===== config.mk =====
export PLATFORM = sky130hd
export DESIGN_NAME = pipeline_foreground_decimate
export DESIGN_NICKNAME = d
export VERILOG_FILES = /design/src/rtl/pipeline_foreground_decimate_pkg.sv /design/src/rtl/pipeline_foreground_decimate_fifo.sv /design/src/rtl/pipeline_foreground_decimate.sv
export SDC_FILE = /design/constraint.sdc
export NUM_CORES = 1
export LEC_CHECK = 0
export ABC_AREA = 1
export BUFFER_PORTS_ARGS = -buffer_cell sky130_fd_sc_hd__clkbuf_2
export CAP_MARGIN = 20
export CELL_PAD_IN_SITES_DETAIL_PLACEMENT = 1
export CELL_PAD_IN_SITES_GLOBAL_PLACEMENT = 2
export CORE_UTILIZATION = 30
export DETAILED_ROUTE_END_ITERATION = 12
export PLACE_DENSITY_LB_ADDON = 0.1
export SLEW_MARGIN = 10
export SYNTH_ARGS = -nofsm -noshare
export SYNTH_HDL_FRONTEND = slang
export SYNTH_SLANG_ARGS = --single-unit

===== constraint.sdc =====
create_clock -name clk -period 2.76 [get_ports clk]
set_clock_uncertainty 0.15 [all_clocks]
set_input_delay 0.552 -clock clk [delete_from_list [all_inputs] [get_ports clk]]
set_output_delay 0.552 -clock clk [all_outputs]
set_load 0.1 [all_outputs]

===== src/rtl/pipeline_foreground_decimate_pkg.sv =====
// rtl/pipeline_foreground_decimate_pkg.sv - shared scale encoding, coordinate width and FSM states
package pipeline_foreground_decimate_pkg;

  // Destination coordinate width (covers 0..1023)
  localparam int COORD_W = 10;

  // Scale encoding, shared with the read-side foreground scaler
  localparam logic [1:0] SCALE_FULL    = 2'b11;
  localparam logic [1:0] SCALE_HALF    = 2'b10;
  localparam logic [1:0] SCALE_QUARTER = 2'b01;
  localparam logic [1:0] SCALE_OFF     = 2'b00;

  typedef enum logic {
    WAIT_FRAME = 1'b0,
    RUN        = 1'b1
  } fsm_state_t;

  // Right-shift applied to input coordinates for a given scale
  function automatic logic [1:0] scale_to_shift(input logic [1:0] scale);
    case (scale)
      SCALE_FULL:    return 2'd0;
      SCALE_HALF:    return 2'd1;
      SCALE_QUARTER: return 2'd2;
      default:       return 2'd0;
    endcase
  endfunction

endpackage


===== src/rtl/pipeline_foreground_decimate_fifo.sv =====
// rtl/pipeline_foreground_decimate_fifo.sv - fg_write_fifo, small synchronous write-request FIFO
module fg_write_fifo #(
  parameter int WIDTH = 37,
  parameter int DEPTH = 4
) (
  input  logic             clk,
  input  logic             rst_n,
  input  logic             push,
  input  logic [WIDTH-1:0] push_data,
  input  logic             pop,
  output logic [WIDTH-1:0] head_data,
  output logic             full,
  output logic             empty
);

  localparam int AW = (DEPTH > 1) ? $clog2(DEPTH) : 1;
  localparam logic [AW:0] FULL_COUNT = (AW+1)'(DEPTH);

  logic [WIDTH-1:0] mem_q [DEPTH];
  logic [WIDTH-1:0] mem_d [DEPTH];
  logic [AW-1:0]    wr_ptr_q, wr_ptr_d;
  logic [AW-1:0]    rd_ptr_q, rd_ptr_d;
  logic [AW:0]      count_q, count_d;
  logic             push_ok;
  logic             pop_ok;

  assign full      = (count_q == FULL_COUNT);
  assign empty     = (count_q == '0);
  assign head_data = mem_q[rd_ptr_q];

  // Fullness is judged before any same-cycle pop, so a full FIFO refuses the push
  assign push_ok = push && !full;
  assign pop_ok  = pop && !empty;

  // Next-state for storage, pointers and occupancy
  always_comb begin
    mem_d    = mem_q;
    wr_ptr_d = wr_ptr_q;
    rd_ptr_d = rd_ptr_q;
    if (push_ok) begin
      mem_d[wr_ptr_q] = push_data;
      wr_ptr_d        = wr_ptr_q + 1'b1;
    end
    if (pop_ok) begin
      rd_ptr_d = rd_ptr_q + 1'b1;
    end
    count_d = count_q + {{AW{1'b0}}, push_ok} - {{AW{1'b0}}, pop_ok};
  end

  // FIFO state registers
  always_ff @(posedge clk or negedge rst_n) begin
    if (!rst_n) begin
      for (int i = 0; i < DEPTH; i++) mem_q[i] <= '0;
      wr_ptr_q <= '0;
      rd_ptr_q <= '0;
      count_q  <= '0;
    end else begin
      mem_q    <= mem_d;
      wr_ptr_q <= wr_ptr_d;
      rd_ptr_q <= rd_ptr_d;
      count_q  <= count_d;
    end
  end

endmodule


===== src/rtl/pipeline_foreground_decimate.sv =====
// rtl/pipeline_foreground_decimate.sv - foreground pixel decimator emitting framebuffer writes (option FG_DECIMATE_STATS_EN)
module pipeline_foreground_decimate
  import pipeline_foreground_decimate_pkg::*;
#(
  parameter int RESOLUTION_X = 640,
  parameter int RESOLUTION_Y = 480,
  parameter int PIXEL_W      = 16,
  parameter int FIFO_DEPTH   = 4
) (
  input  logic               clk,
  input  logic               rst_n,
  input  logic [1:0]         ctrl_foreground_scale,
  input  logic               in_valid,
  input  logic               in_frame_start,
  input  logic               in_line_start,
  input  logic [PIXEL_W-1:0] in_pixel,
  output logic               wr_valid,
  input  logic               wr_ready,
  output logic [COORD_W-1:0] wr_x,
  output logic [COORD_W-1:0] wr_y,
  output logic [PIXEL_W-1:0] wr_data,
  output logic               overflow,
  output logic               frame_done
`ifdef FG_DECIMATE_STATS_EN
  ,
  output logic [15:0]        drop_count,
  output logic [18:0]        kept_count
`endif
);

  localparam int ENTRY_W = 1 + 2*COORD_W + PIXEL_W;
  localparam logic [COORD_W-1:0] COORD_MAX = '1;
  localparam logic [COORD_W-1:0] RES_X_C   = COORD_W'(RESOLUTION_X);
  localparam logic [COORD_W-1:0] RES_Y_C   = COORD_W'(RESOLUTION_Y);

  fsm_state_t         state_q, state_d;
  logic [1:0]         scale_q, scale_d;
  logic [COORD_W-1:0] in_x_q, in_x_d;
  logic [COORD_W-1:0] in_y_q, in_y_d;
  logic               px_valid_q, px_valid_d;
  logic [PIXEL_W-1:0] px_data_q, px_data_d;
  logic               s1_keep_q, s1_keep_d;
  logic [ENTRY_W-1:0] s1_entry_q, s1_entry_d;
  logic               overflow_q, overflow_d;

  logic               frame_start;
  logic               accept;
  logic [1:0]         shift;
  logic [COORD_W-1:0] low_mask;
  logic [COORD_W-1:0] dest_x, dest_y;
  logic               is_last;
  logic               fifo_full, fifo_empty;
  logic [ENTRY_W-1:0] fifo_head;
  logic               head_last;
  logic               drop;

  assign frame_start = in_valid && in_frame_start;
  // Pixels count only once a frame has started; a frame-start pixel always counts
  assign accept      = in_valid && ((state_q == RUN) || in_frame_start);

  // FSM and input coordinate tracking (stage 0)
  always_comb begin
    state_d    = state_q;
    scale_d    = scale_q;
    in_x_d     = in_x_q;
    in_y_d     = in_y_q;
    px_valid_d = accept;
    px_data_d  = in_pixel;
    if (frame_start) begin
      state_d = RUN;
      scale_d = ctrl_foreground_scale;
      in_x_d  = '0;
      in_y_d  = '0;
    end else if (accept && in_line_start) begin
      in_x_d = '0;
      in_y_d = (in_y_q == COORD_MAX) ? in_y_q : in_y_q + 1'b1;
    end else if (accept) begin
      in_x_d = (in_x_q == COORD_MAX) ? in_x_q : in_x_q + 1'b1;
    end
  end

  // Keep decision and destination address for the stage-0 pixel
  always_comb begin
    shift      = scale_to_shift(scale_q);
    low_mask   = ~(COORD_MAX << shift);
    dest_x     = in_x_q >> shift;
    dest_y     = in_y_q >> shift;
    is_last    = (dest_x == ((RES_X_C >> shift) - 1'b1)) &&
                 (dest_y == ((RES_Y_C >> shift) - 1'b1));
    s1_keep_d  = px_valid_q && (scale_q != SCALE_OFF) &&
                 (in_x_q < RES_X_C) && (in_y_q < RES_Y_C) &&
                 ((in_x_q & low_mask) == '0) && ((in_y_q & low_mask) == '0);
    s1_entry_d = {is_last, dest_x, dest_y, px_data_q};
  end

  // A stage-1 pixel meeting a full FIFO is lost; frame start clears the sticky flag
  assign drop = s1_keep_q && fifo_full;

  // Sticky overflow next-state
  always_comb begin
    overflow_d = overflow_q;
    if (frame_start) overflow_d = 1'b0;
    else if (drop)   overflow_d = 1'b1;
  end

  // Pipeline and control registers
  always_ff @(posedge clk or negedge rst_n) begin
    if (!rst_n) begin
      state_q    <= WAIT_FRAME;
      scale_q    <= SCALE_OFF;
      in_x_q     <= '0;
      in_y_q     <= '0;
      px_valid_q <= 1'b0;
      px_data_q  <= '0;
      s1_keep_q  <= 1'b0;
      s1_entry_q <= '0;
      overflow_q <= 1'b0;
    end else begin
      state_q    <= state_d;
      scale_q    <= scale_d;
      in_x_q     <= in_x_d;
      in_y_q     <= in_y_d;
      px_valid_q <= px_valid_d;
      px_data_q  <= px_data_d;
      s1_keep_q  <= s1_keep_d;
      s1_entry_q <= s1_entry_d;
      overflow_q <= overflow_d;
    end
  end

  fg_write_fifo #(
    .WIDTH (ENTRY_W),
    .DEPTH (FIFO_DEPTH)
  ) u_fifo (
    .clk       (clk),
    .rst_n     (rst_n),
    .push      (s1_keep_q),
    .push_data (s1_entry_q),
    .pop       (wr_valid && wr_ready),
    .head_data (fifo_head),
    .full      (fifo_full),
    .empty     (fifo_empty)
  );

  // Head fields are zeroed while empty so idle outputs read as 0
  assign {head_last, wr_x, wr_y, wr_data} = fifo_empty ? '0 : fifo_head;
  assign wr_valid   = !fifo_empty;
  assign frame_done = wr_valid && wr_ready && head_last;
  assign overflow   = overflow_q;

`ifdef FG_DECIMATE_STATS_EN
  logic [15:0] drop_count_q, drop_count_d;
  logic [18:0] kept_count_q, kept_count_d;

  // Per-frame drop (saturating) and accepted-push counters
  always_comb begin
    drop_count_d = drop_count_q;
    kept_count_d = kept_count_q;
    if (frame_start) begin
      drop_count_d = '0;
      kept_count_d = '0;
    end else begin
      if (drop && (drop_count_q != 16'hFFFF)) drop_count_d = drop_count_q + 1'b1;
      if (s1_keep_q && !fifo_full)            kept_count_d = kept_count_q + 1'b1;
    end
  end

  // Statistics registers
  always_ff @(posedge clk or negedge rst_n) begin
    if (!rst_n) begin
      drop_count_q <= '0;
      kept_count_q <= '0;
    end else begin
      drop_count_q <= drop_count_d;
      kept_count_q <= kept_count_d;
    end
  end

  assign drop_count = drop_count_q;
  assign kept_count = kept_count_q;
`endif

endmodule


## After elaboration in Yosys (flattened, before gate mapping)

Cells that the tools add are included.

| word-level totals | value |
|---|---|
| output and inout port bits | 39 |
| word-level logic and storage cells | 92 |
| register bits | 234 |

| operators by class | value |
|---|---|
| reductions and logical operators | 27 |
| equality and inequality tests | 9 |
| shift-type cells | 5 |
| $lt $le $gt $ge | 5 |
| multiplexer cells | 17 |
| bitwise operators | 5 |
| add/subtract/negate cells | 8 |

Operators by type and width:

| operator | count |
|---|---|
| 148-bit bitwise mux | 1 |
| 37-bit two-way mux | 4 |
| 37-bit binary-select mux with 2-bit select | 1 |
| 37-bit demux with 2-bit select | 1 |
| 10-bit two-way mux | 7 |
| 10-bit by 1-bit adder with 10-bit output (second input constant) | 2 |
| 10-bit bitwise AND | 2 |
| 10-bit equality test | 2 |
| 10-bit equality test (second input constant) | 2 |
| 10-bit logical NOT | 2 |
| 10-bit by 2-bit >> shifter with 10-bit output | 2 |
| 10-bit by 1-bit subtractor with 10-bit output (second input constant) | 2 |
| 1-bit logical AND | 15 |
| 10-bit < comparator (second input constant) | 1 |
| 10-bit by 9-bit < comparator with 1-bit output (second input constant) | 1 |
| 10-bit inverter | 1 |
| 10-bit by 2-bit << shifter with 10-bit output (first input constant) | 1 |
| 10-bit by 2-bit >> shifter with 10-bit output (first input constant) | 1 |
| 9-bit by 2-bit >> shifter with 10-bit output (first input constant) | 1 |
| 3-bit greater-or-equal comparator (second input constant) | 2 |
| 2-bit inverter with 3-bit output | 2 |
| 2-bit nonzero test | 3 |
| 2-bit by 1-bit adder with 2-bit output (second input constant) | 2 |
| 2-bit case mux with 2 select lines | 1 |
| 14 further kinds | 17 |

## Longest topological paths before layout

Gate-level depths: netlist of run 1.

| logic depth | value |
|---|---|
| word-level depth | 8 |
| gate-level depth with buffers | 14 |
| mapped depth without buffers | 12 |

## By module

A second synthesis of run 1 with hierarchy kept.

| unflattened totals | value |
|---|---|
| cell total of the unflattened synthesis | 1,431 |
| area, all modules | 11,509.8 um2 |

By module, submodules not included:

| module | instances | area an instance (um2) | cells an instance |
|---|---|---|---|
| fg_write_fifo | 1 | 7,626.1 | 954 |
| pipeline_foreground_decimate | 1 | 3,883.7 | 477 |

## Least setup slack after synthesis of run 1

Ideal clock, no wire load.

| timing path | value |
|---|---|
| path kind | register -> output |
| start point | register u_fifo.rd_ptr_q[0] |
| end point | output port wr_x[8] |
| cell stages (with the launch flop) | 7 |
| setup slack | -494 ps |
| data arrival time | 2,552 ps |
| cell sequence | dfrtp_1 > buf_2 > buf_1 > nor2_1 > nor2_1 > o21ai_0 > a21oi_1 |

| on the way | value |
|---|---|
| word-level cells in the longest chain between the ends | 5 |

RTL lines:

| element | RTL line | text |
|---|---|---|
| start, declared | pipeline_foreground_decimate_fifo.sv:22 | `logic [AW-1:0] rd_ptr_q, rd_ptr_d;` |
| start signal, assigned | pipeline_foreground_decimate_fifo.sv:60 | `rd_ptr_q <= rd_ptr_d;` |
| 2-bit inverter with 3-bit output (implied by the code) | pipeline_foreground_decimate_fifo.sv:29 | `assign head_data = mem_q[rd_ptr_q];` |
| 37-bit binary-select mux with 2-bit select | pipeline_foreground_decimate_fifo.sv:29 |  |
| 37-bit two-way mux (implied by the code) (2 in series) | pipeline_foreground_decimate_fifo.sv:29 |  |
| 37-bit two-way mux | pipeline_foreground_decimate.sv:146 | `assign {head_last, wr_x, wr_y, wr_data} = fifo_empty ? '0 : fifo_head;` |
| end, declared | pipeline_foreground_decimate.sv:19 | `output logic [COORD_W-1:0] wr_x,` |

Every way passes these cells. The select of a mux whose other input is x is not followed.

## Worst setup path after layout of run 1

| timing path | value |
|---|---|
| start point | register u_fifo.rd_ptr_q[0] |
| end point | output port wr_x[2] |

Same word-level chain as after synthesis.

==> out/results.ini, run 1 <==
[power_and_ir_drop]
p_sw_frac=0.4640
combPwrFrac=0.548
internal_power_w=0.01054
p_per_area_nw_per_um2=1441
vdd_drop_max_mv=1.274
leakage_nw=6.358
power_frac_seq=0.255
pwr-share-clk=0.197
p_sw_w=0.009123

[cts]
cts_buffers=29
clockBufferDepth=3
clkTransAtPathRegs_ns=0.06
cts_max_level=1
cts_tree=built
cts_root_buf=clkbuf_16
clkSinkCount=234
clkLatencyLatePin_ns=0.55

[drt]
dr.pass1.iters=5
ant_nets=0
first_iter_violations=429
avgRoutedWirePerCell_um=17.66
drc_errors=0
vias_per_cell=4.709
wirelength_mm=32.21
via_count=8589

[critical_path]
cp-end-kind=primary output
cp-start-kind=register
reg2regPathDepth=9
regToRegSetupSlack_ns=0.40
path_cells=buf_12 -> inv_8 -> buf_12 -> o21ai_0 -> a21oi_2 -> buf_12
cp_top_family=buffers and inverters
crit_path_top_delay_cell=dfrtp_4
cp_num_buf_inv=4
worstPathMaxFanout=9
r2r_end=u_fifo.count_q[2]
crit_top_cell=buf_12
rr_startpoint=u_fifo.count_q[2]
cp.arrival_ns=2.03
slowest_delay_ns=0.51
required_ns=2.06
critPathLaunch=u_fifo.rd_ptr_q[0]
critPathKind=register to primary output

[worst_hold_path]
hp-start=ctrl_foreground_scale[1]
hold_path_class=primary input to register
hold-path-cell-count=3
hold-path-endpoint=scale_q[1]

[global_route]
antenna_found_initial=0
grt_max_degree=75
gr-total-overflow=0
grt_pass1_vias=8962
grtUsageTotal=0.1793
grt_first_pass_wirelength_mm=51.16

[placement]
dpl_cell_area_um2=12110
io_buffers=62
gp_congestion=0.7577
dp_hpwl_mm=19.66
place_ws_ns=0.3131

[synth]
netlist_instances=1264
yosys-top-cells-area=dfrtp_1 (56%), o21ai_0 (11%), nand2_1 (10%), nor2_1 (6.2%), inv_1 (3.3%)
synth-seq-area-share=0.5585
ys_ff_latch=234
synth.distinct_cells=32
synth_area_um2=10490
synth_top_area_frac=0.5585
synth.avg_cell_area_um2=8.295
syn_nets=1302
synth_top_area_cell=dfrtp_1
ys_warn_count=0

[timing]
final.setup.tns_ns=0
setup_viol=0
slew_viol_final=0
max_freq_ghz=0.3667
rsz0062_at_grt=yes
period_needed_ns=2.727
finalHoldViolCount=0
slew_headroom=0.6004
tightest_slew_ns=0.5994
layout_setup_ws_ns=0.03266
finalCritPeriodShare=0.9882

[die]
start_util=0.3043
rows=68
die_w_um=189.0
num_io_pins=63
core_um2=34460
die_h_um=189.0
dieArea_um2=35700

[layout]
n_antenna_cell=0
syn_to_final_growth_pct=30.11
finish.net_count=1385
stdcell_area_um2=13640
drive_gt1_frac=0.1702

[flow_run]
maxCapViolations=0

[run_status]
status=complete, no violations

==> state kept, by name (all words and copies together) (netlist names) <==
register	flops
px_data_q	16
u_fifo.mem_q	148
scale_q	2
state_q	1
s1_entry_q	37
in_y_q	10
s1_keep_q	1
u_fifo.rd_ptr_q	2
u_fifo.wr_ptr_q	2
overflow	1
px_valid_q	1
in_x_q	10
u_fifo.count_q	3
==> power by group through the flow <==
stage / Combinational (W) / Sequential [W] / Clock (W)
floorplan: 0.00658 / 0.00487 / 0
global placement: 0.00999 / 0.00504 / 0
detailed placement: 0.0101 / 0.00506 / 0
CTS: 0.0103 / 0.00500 / 0.00402
global route: 0.0115 / 0.00513 / 0.00414
finish: 0.0108 / 0.00501 / 0.00388
==> synthesized netlist by cell type <==
library cell / instances
a21oi_1: 44
a31o_2: 1
and2_1: 1
buf_1: 12
buf_2: 39
buf_6: 1
clkbuf_1: 18
dfrtp_1: 234
fa_1: 1
ha_1: 13
inv_1: 91
inv_2: 8
nand2_1: 289
nand2_2: 2
nand3_1: 52
nand3_2: 1
nand3b_1: 1
nand4_1: 7
nor2_1: 173
nor2_2: 4
nor3_1: 4
nor3_2: 2
nor3b_1: 2
nor4_1: 1
o21ai_0: 230
o21ai_1: 18
o21ai_2: 5
o21bai_1: 2
o31ai_1: 1
or2_2: 1
xnor2_1: 1
xor2_1: 5
==> cell families after synthesis <==
logic type | after synthesis | share of synthesized area
AO/OA/AOI/OAI | 301 | 0.1465
XOR/XNOR | 6 | 0.005012
buffers and inverters | 169 | 0.06587
AND/OR/NAND/NOR | 540 | 0.2067
flip-flops | 234 | 0.5585
adder cells (fa/ha/maj) | 14 | 0.01742
==> cell usage in the layout, fill, tap and decap left out, drive strengths merged, types with 17 or more instances in the layout <==
cell type and count:
nand2 291, o21ai 253, dfrtp 234, nor2 177, inv 101, buf 73, clkbuf 70, nand3 53
a21oi 44, dlygate4sd3 17
==> worst max path at each step <==
| stage | to | slack [ns] | cells past startpoint |
|---|---|---|---|
| global placement | wr_x[1] | 0.29 | 5 |
| finish | wr_x[2] | 0.03 | 6 |
| floorplan | u_fifo.count_q[2] | -0.16 | 9 |
| detailed placement | wr_x[1] | 0.31 | 5 |
| CTS | wr_y[8] | -0.03 | 5 |
| global route | wr_y[8] | -0.04 | 6 |
==> what timing repair did <==
item / in CTS / in global routing
resized for setup: 12 / 66
pin swaps: 9 / 31
setup buffers: 2 / 3
setup endpoints to repair: 37 / 31
hold endpoints to repair: 74 / 0
hold buffers: 17 / 0
cloned: 1 / 10
==> layout make-up <==
class / instances / area (um2)
Sequential cell: 234 / 5859
Inverter: 99 / 389.1
Clock buffer: 39 / 823.3
Timing Repair Buffer: 121 / 1697
Fill cell: 3993 / 20820
Timing Repair inverter: 1 / 11.26
Tap cell: 455 / 569.3
Clock inverter: 14 / 157.7
Multi-Input combinational cell: 861 / 4135
==> tightest hold or removal path: stages <==
cell	delay, ns
clkbuf_2	0.08
nand2_1	0.04
o21ai_0	0.06
==> through the flow <==
| stage | power [W] | utilization | std cells | hold slack [ns] |
|---|---|---|---|---|
| after detailed placement | 0.01513 | 0.3514 | 1738 | 0.1858 |
| after floorplan | 0.01145 | - | 1264 | 0.1064 |
| after global placement | 0.01503 | 0.3514 | 1738 | 0.1824 |
| final | 0.01966 | 0.3959 | 1824 | 0.07854 |
| after global routing | 0.02078 | 0.3959 | 1824 | 0.06306 |
| after CTS | 0.01928 | 0.3866 | 1811 | 0.05156 |
==> layer usage <==
layer | part of all wire | up-vias | GRT usage | wire length, um
li1 | - | 4245 | - | -
met1 | 0.52 | 4209 | 0.2689 | 16830
met2 | 0.44 | 105 | 0.2784 | 14050
met3 | 0.026 | 30 | 0.02039 | 841
met4 | 0.015 | 0 | 0.03350 | 496
met5 | 0 | - | 0 | 0
(Power assumes the default switching activity.)
==> run 2, diff against run 1 <==
--- a/config.mk
+++ b/config.mk
@@ -12,7 +12,7 @@
 export CELL_PAD_IN_SITES_GLOBAL_PLACEMENT = 2
 export CORE_UTILIZATION = 30
 export DETAILED_ROUTE_END_ITERATION = 12
-export PLACE_DENSITY_LB_ADDON = 0.1
+export PLACE_DENSITY = 0.67
 export SLEW_MARGIN = 10
 export SYNTH_ARGS = -nofsm -noshare
 export SYNTH_HDL_FRONTEND = slang
==> out/results.ini, run 2 (same netlist as run 1, synthesis figures left out) <==
[die]
core_um2=34460  ; unchanged
die_w_um=189.0  ; unchanged
num_io_pins=63  ; unchanged
dieArea_um2=35700  ; unchanged
rows=68  ; unchanged
die_h_um=189.0  ; unchanged
start_util=0.3043  ; unchanged

[cts]
cts_root_buf=clkbuf_16
clkLatencyLatePin_ns=0.54  ; about the same
clockBufferDepth=3  ; unchanged
clkTransAtPathRegs_ns=0.06  ; about the same
clkSinkCount=234  ; unchanged
cts_tree=built
cts_buffers=28  ; -3.4%
cts_max_level=1  ; unchanged

[layout]
largest_registers=u_fifo.mem_q x148, s1_entry_q x37, px_data_q x16
n_antenna_cell=0  ; unchanged
final_cell_mix=nand2_1 (285), dfrtp_1 (232), o21ai_0 (183)
drive_gt1_frac=0.1585  ; -0.01172
syn_to_final_growth_pct=28.94
finish.net_count=1379  ; -0.43%
top_register=u_fifo.mem_q
multi_input_area_um2=4141  ; +0.15%
largest_reg_flops=148  ; unchanged
fillers=4003  ; +0.25%
regArea_um2=5861  ; about the same
final_common_cell=nand2_1

[placement]
gp_congestion=0.7715  ; +1.8%
io_buffers=62  ; unchanged
place_ws_ns=0.3033  ; -0.009807 ns
dp_hpwl_mm=19.04  ; -3.1%

[run_status]
status=complete, but fails checks
violations=negative setup slack

[timing]
setup_viol=1  ; +1
slew_headroom=0.6313  ; +0.03085
period_needed_ns=2.772  ; +0.04499 ns
layout_setup_ws_ns=-0.01233  ; -0.04499 ns
rsz0062_at_grt=yes
finalHoldViolCount=0  ; unchanged
finalCritPeriodShare=1.004  ; +0.01630
max_freq_ghz=0.3607  ; -1.6%
slew_viol_final=0  ; unchanged
hold_ws_ns=0.07264  ; -0.005893 ns
tightest_slew_ns=0.5481  ; -0.05133 ns
final.setup.tns_ns=-0.01233  ; -0.01233 ns

[critical_path]
cp-start-kind=register
worstPathMaxFanout=7  ; -2
crit_top_cell=buf_12
critPathKind=register to primary output
slowest_delay_ns=0.49  ; -0.02 ns
required_ns=2.06  ; about the same
crit_path_top_delay_cell=dfrtp_4
cp.arrival_ns=2.07  ; +0.04 ns
cp-end-kind=primary output
path_cells=buf_12 -> clkinv_8 -> buf_12 -> buf_16 -> o21ai_1 -> a21oi_2 -> buf_12

[drt]
first_iter_violations=419  ; -2.3%
wirelength_mm=31.09  ; -3.5%
dr.pass1.iters=4  ; -1
via_count=8548  ; -0.48%
avgRoutedWirePerCell_um=17.10  ; -3.2%
ant_nets=0  ; unchanged
vias_per_cell=4.702  ; -0.15%
drc_errors=0  ; unchanged

[power_and_ir_drop]
leakage_nw=6.288  ; -1.1%
vdd_drop_max_mv=1.400  ; +9.9%
p_per_area_nw_per_um2=1421  ; -1.4%

[global_route]
grtUsageTotal=0.1801  ; +0.0008085
grt_max_degree=75  ; unchanged
antenna_found_initial=0  ; unchanged
grt_pass1_vias=9200  ; +2.7%
grt_first_pass_wirelength_mm=51.32  ; +0.30%
gr-total-overflow=0  ; unchanged

[worst_hold_path]
hold_path_class=primary input to register

[flow_run]
maxCapViolations=0  ; unchanged

-- run 2: cell count changes in the layout (fill, tap and decap cells not counted), sizes merged --
cell,delta
inv,-3
bufinv,-3
clkinvlp,-2
clkbuf,+2
-- run 2: final timing paths --
check / startpoint / to / slack [ns] / depth (start not counted)
setup / recovery: u_fifo.rd_ptr_q[0] / wr_x[9] / -0.01 / 7
hold / removal: ctrl_foreground_scale[1] / scale_q[1] / 0.07 / 3
setup reg to reg: u_fifo.count_q[0] / u_fifo.count_q[2] / 0.31 / 9
hold reg to reg: px_data_q[1] / s1_entry_q[1] / 0.20 / 0
max in group asynchronous: rst_n / in_x_q[8] / 1.29 / 4
min in group asynchronous: rst_n / s1_entry_q[8] / 0.39 / 2
-- run 2: final cells by class --
class | instances | area share
repair buffers | 117 | 0.1248
well taps | 455 | 0.04211
flip-flops and latches | 234 | 0.4335
multi-input cells | 861 | 0.3063
inverters | 99 | 0.02878
clock buffers | 45 | 0.06099
clock inverters | 7 | 0.003424
-- run 2: through the flow --
stage	util	std cells	total power (W)	instance area [um2]
after floorplan	-	1264	0.01145	10620
after global placement	0.3513	1736	0.01495	12110
after detailed placement	0.3513	1736	0.01509	12110
after CTS	0.3867	1813	0.01910	13330
after global routing	0.3923	1818	0.02032	13520
final	0.3923	1818	0.01920	13520
-- run 2: worst max-delay path: cells and delay by family, from the launching register on --
family / cells / cell delay, ns
compound gates: 2 / 0.31
buf+inv: 5 / 0.71
flops: 1 / 0.49
-- run 2: what timing repair did --
item / in CTS / in global routing
gates cloned: 3 / 3
hold buffers: 17 / 0
setup buffers: 5 / 3
endpoints found under the setup margin: 37 / 37
gates resized for setup: 31 / 57
pin swaps: 15 / 29
endpoints found under the hold margin: 73 / 0
-- run 2: routing by layer --
metal	part of all wire	wire [um]	GRT usage
met5	0	0	0
met4	0.020	631	0.04032
met1	0.50	15580	0.2562
met2	0.46	14180	0.2930
met3	0.023	710	0.02076
-- run 2: where the power goes --
group	internal, W	switching [W]
Combinational	0.00374	0.00697
Clock	0.00203	0.00147
Sequential	0.00441	0.000587
Total	0.0102	0.00902
